==> src/rtl/weight_loader.sv <==
// Streams tagged weight beats into one neuron's weight memory, writing each matching beat to the next address.
// Optional running checksum of written words is enabled by defining WLOAD_CHECKSUM_EN.
module weight_loader #(
  parameter int numWeight    = 784,
  parameter int neuronNo     = 5,
  parameter int layerNo      = 1,
  parameter int addressWidth = 10,
  parameter int dataWidth    = 16
) (
  input  logic                    clk,
  input  logic                    rst,
  input  logic                    reload,
  input  logic                    stall,
  input  logic                    s_valid,
  input  logic [dataWidth-1:0]    s_data,
  input  logic [31:0]             cfg_layer,
  input  logic [31:0]             cfg_neuron,
  output logic                    s_ready,
  output logic                    wen,
  output logic [addressWidth-1:0] wadd,
  output logic [dataWidth-1:0]    win,
  output logic                    load_done,
  output logic                    overflow,
  output logic [dataWidth-1:0]    checksum
);

  typedef enum logic [1:0] {IDLE, LOAD, DONE} state_t;

  localparam logic [addressWidth-1:0] LastAddr = addressWidth'(numWeight - 1);

  state_t                  state, state_next;
  logic [addressWidth-1:0] cnt, cnt_next;
  logic                    hit, write, last, ovf_set;

  assign s_ready = !stall && !reload && !rst;
  assign hit     = s_valid && s_ready &&
                   (cfg_layer == 32'(layerNo)) && (cfg_neuron == 32'(neuronNo));

  // NOTE: every always_comb output gets a default first so no path can infer a latch.
  always_comb begin
    state_next = state;
    cnt_next   = cnt;
    write      = 1'b0;
    last       = 1'b0;
    ovf_set    = 1'b0;
    if (hit) begin
      unique case (state)
        IDLE: begin
          write      = 1'b1;
          cnt_next   = addressWidth'(1);
          state_next = LOAD;
        end
        LOAD: begin
          write = 1'b1;
          if (cnt == LastAddr) begin
            last       = 1'b1;
            cnt_next   = '0;
            state_next = DONE;
          end else begin
            cnt_next = cnt + 1'b1;
          end
        end
        DONE:    ovf_set = 1'b1;
        default: state_next = IDLE;
      endcase
    end
  end

  // NOTE: sequential state uses non-blocking assignments so all registers sample the same pre-edge values.
  always_ff @(posedge clk) begin
    if (rst) begin
      state     <= IDLE;
      cnt       <= '0;
      wen       <= 1'b0;
      wadd      <= '0;
      win       <= '0;
      load_done <= 1'b0;
      overflow  <= 1'b0;
    end else if (reload) begin
      // wadd/win keep their last values; only the load progress is cleared
      state     <= IDLE;
      cnt       <= '0;
      wen       <= 1'b0;
      load_done <= 1'b0;
      overflow  <= 1'b0;
    end else begin
      state <= state_next;
      cnt   <= cnt_next;
      wen   <= write;
      if (write) begin
        wadd <= cnt;
        win  <= s_data;
      end
      if (last)    load_done <= 1'b1;
      if (ovf_set) overflow  <= 1'b1;
    end
  end

`ifdef WLOAD_CHECKSUM_EN
  always_ff @(posedge clk) begin
    if (rst || reload) checksum <= '0;
    else if (write)    checksum <= checksum + s_data;
  end
`else
  assign checksum = '0;
`endif

endmodule
==> config.mk <==
export PLATFORM = sky130hd
export DESIGN_NAME = weight_loader
export DESIGN_NICKNAME = d
export VERILOG_FILES = /design/src/rtl/weight_loader.sv
export SDC_FILE = /design/constraint.sdc
export NUM_CORES = 1
export LEC_CHECK = 0
export CAP_MARGIN = 0
export CORE_ASPECT_RATIO = 0.7
export CORE_MARGIN = 3
export CORE_UTILIZATION = 41
export DETAILED_ROUTE_END_ITERATION = 10
export MAX_ROUTING_LAYER = met4
export PLACE_DENSITY = 0.95
export REMOVE_ABC_BUFFERS = 1
export SYNTH_ARGS = -nofsm -noshare
export SYNTH_HDL_FRONTEND = slang
export SYNTH_SLANG_ARGS = --single-unit
export TNS_END_PERCENT = 10
==> constraint.sdc <==
create_clock -name clk -period 3 [get_ports clk]
set_input_delay 0.3 -clock clk [delete_from_list [all_inputs] [get_ports clk]]
set_output_delay 0.3 -clock clk [all_outputs]
set_load 0.03 [all_outputs]
==> reports/results.ini <==
[worst_setup_path]
crit_path_end_kind = flop
reg2reg_depth = 5
setup.worst_path.start_class = input port
cp_max_fo = 28
required_ns = 3.23
crit_path_end = cnt[2]
r2r_start = cnt[0]
r2r_end = cnt[2]
crit_type = input port to flop
r2r_slack_ns = 1.10
critical_path.startpoint = cfg_neuron[5]
worst_path_largest_cell_delay_ns = 0.72
worstPathCellList = clkdlybuf4s50_1, nor4b_1, nand4_1, or4_4, or4_1, a21oi_1
arrival_ns = 2.74
cp_slowest_cell = or4_4

[power]
power_switching_share_pct = 21.1
peakVddDrop_v = 0.000240
seq_power_share_pct = 46.8
power_frac_comb_pct = 13.9
power.density_nw_per_um2 = 339
p_leak_uw = 0.00110
switching_power_uw = 246
p_int_uw = 916
p_clk_share_pct = 39.3

[drt]
wl_mm = 7.50
firstDrtPassIters = 4
drcViolationCount = 0
wl_per_cell_um = 17.2
ant_nets = 0
dr.first_iter.drc_count = 149
via_per_inst = 5.65
via_count = 2458

[grt]
antenna_found_initial = 0
grt_pass1_wl_mm = 11.4
grt_max_degree = 49
track_usage_pct = 23.3
grt_pass1_vias = 2350
grt_overflow = 0

[clock_network]
cts_tree = done
clk_path_buf_depth = 2
cts_made_buffers = 5
ctsHoldBuffers = 0
htreeDepth = 2
cts_setup_buffers = 0
clkSinkCount = 41
root_buffer = clkbuf_8
path_clk_slew_ns = 0.08
insertion_delay_ns = 0.30
cts_resized = 0

[layout]
layoutNonFillerInstCount = 435
n_antenna_cell = 0
multi_input_area_um2 = 1210
final_common_cell = clkdlybuf4s50_1
fillers = 372
nets = 451
ff_latch_area_um2 = 821
drive_gt1_share_pct = 5.19
fin_util_pct = 69.0
final_cell_mix = clkdlybuf4s50_1, dfxtp_1, a21oi_1
fin_area_um2 = 3420
area_growth_pct = 55.8

[logic_synthesis]
synth_edf_count = 0
ys_ff_latch = 41
synth_top_area_share_pct = 37.3
synth_ff_type = dfxtp_1
synthCells = 264
synth.avg_cell_area_um2 = 8.33
synthDistinctLibCells = 34
ys_warn_count = 0
synth_area_leaders = dfxtp_1, nand4b_1, a21oi_1
yosysSeqAreaShare_pct = 37.3
yosys.area.top_type = dfxtp_1
synthArstFlopShare_pct = 0
synth_area_um2 = 2200

[floorplan]
dieArea_um2 = 6290
boundaryPins = 131
core_area_um2 = 4970
initial_core_util_pct = 44.3
chipWidth_um = 93.5
placementRows = 21
fp.dieH_um = 67.3

[flow_run]
cap_violations = 0

[timing]
finalSetupViolCount = 0
tightest_slew_ns = 0.755
fin_crit_ns = 2.51
fmax_mhz = 398
rsz0062_at_grt = false
finalCritPeriodShare_pct = 83.8
layout_setup_ws_ns = 0.487
skew_ns = 0.00778
relSlewSlack_pct = 49.7
slew_violations = 0
hold_viol = 0

[worst_hold_path]
min_path_type = flop to flop

[placement]
port_buffers = 114
place_congestion = 0.859
postPlaceCellArea_um2 = 3310
post-place-ws_ns = 0.179
place_inst = 427
hpwl_mm = 5.48

[status]
run_status = complete, no violations

==> registers in the layout (all words and copies together) (netlist names) <==
signal / flops
cnt: 10
load_done: 1
wen: 1
overflow: 1
win: 16
state: 2
wadd: 10
==> layout make-up <==
cell class              instances  area share (%)
multi-input cells             196            35.5
clock buffers                   7            2.52
flip-flops and latches         41            24.0
well taps                      69            2.52
inverters                       2           0.219
clock inverters                 1           0.877
repair buffers                119            34.4
==> synthesized netlist by cell type, types with 7 or more instances <==
library cell,instances
a21oi_1,34
buf_4,16
clkbuf_1,20
dfxtp_1,41
nand4b_1,28
nor2_1,12
nor4_1,11
nor4b_1,7
o21a_1,8
o21ai_0,28
==> worst min path at each step <==
| stage | cells after the start | from | slack (ns) | end |
|---|---|---|---|---|
| after global placement | 1 | load_done | 0.45 | load_done |
| after floorplan | 1 | rst | 0.37 | wadd[0] |
| after global routing | 1 | overflow | 0.50 | overflow |
| final | 1 | load_done | 0.47 | load_done |
| after detailed placement | 1 | load_done | 0.46 | load_done |
| after CTS | 1 | load_done | 0.47 | load_done |
==> cells by family after synthesis <==
kind of cell / after synthesis / synth area share, %
AND/OR/NAND/NOR: 97 / 30.6
AO/OA/AOI/OAI: 82 / 21.1
buffers and inverters: 42 / 10.3
flip-flops: 41 / 37.3
adder cells (fa/ha/maj): 1 / 0.569
other: 1 / 0.171
==> worst max-delay path, delay by kind of cell <==
family	cells	cell delay [ns]
buffers and inverters	1	0.40
AOI/OAI and AO/OA	1	0.17
and+or+nand+nor	4	1.88
==> per-layer routing <==
layer	routed length [µm]	up-vias	track usage (%)
met2	3740	122	40.6
met4	50	0	4.94
met5	0	-	-
met1	2980	1151	27.3
li1	-	1176	-
met3	730	9	6.35
==> power by group through the flow <==
stage	clock (µW)	combinational, µW	sequential (µW)
2_1_floorplan	0	36.7	556
3_3_place_gp	0	157	556
3_5_place_dp	0	160	556
4_1_cts	460	161	544
5_1_grt	479	170	544
6_report	457	162	544
==> through the flow <==
| stage | setup TNS [ns] | hold slack (ns) | power [µW] |
|---|---|---|---|
| 2_1_floorplan | -5.61 | 0.369 | 593 |
| 3_3_place_gp | 0 | 0.451 | 713 |
| 3_5_place_dp | 0 | 0.457 | 717 |
| 4_1_cts | 0 | 0.474 | 1160 |
| 5_1_grt | 0 | 0.501 | 1190 |
| 6_report | 0 | 0.474 | 1160 |
No activity file was read; power rests on OpenSTA's default activity.
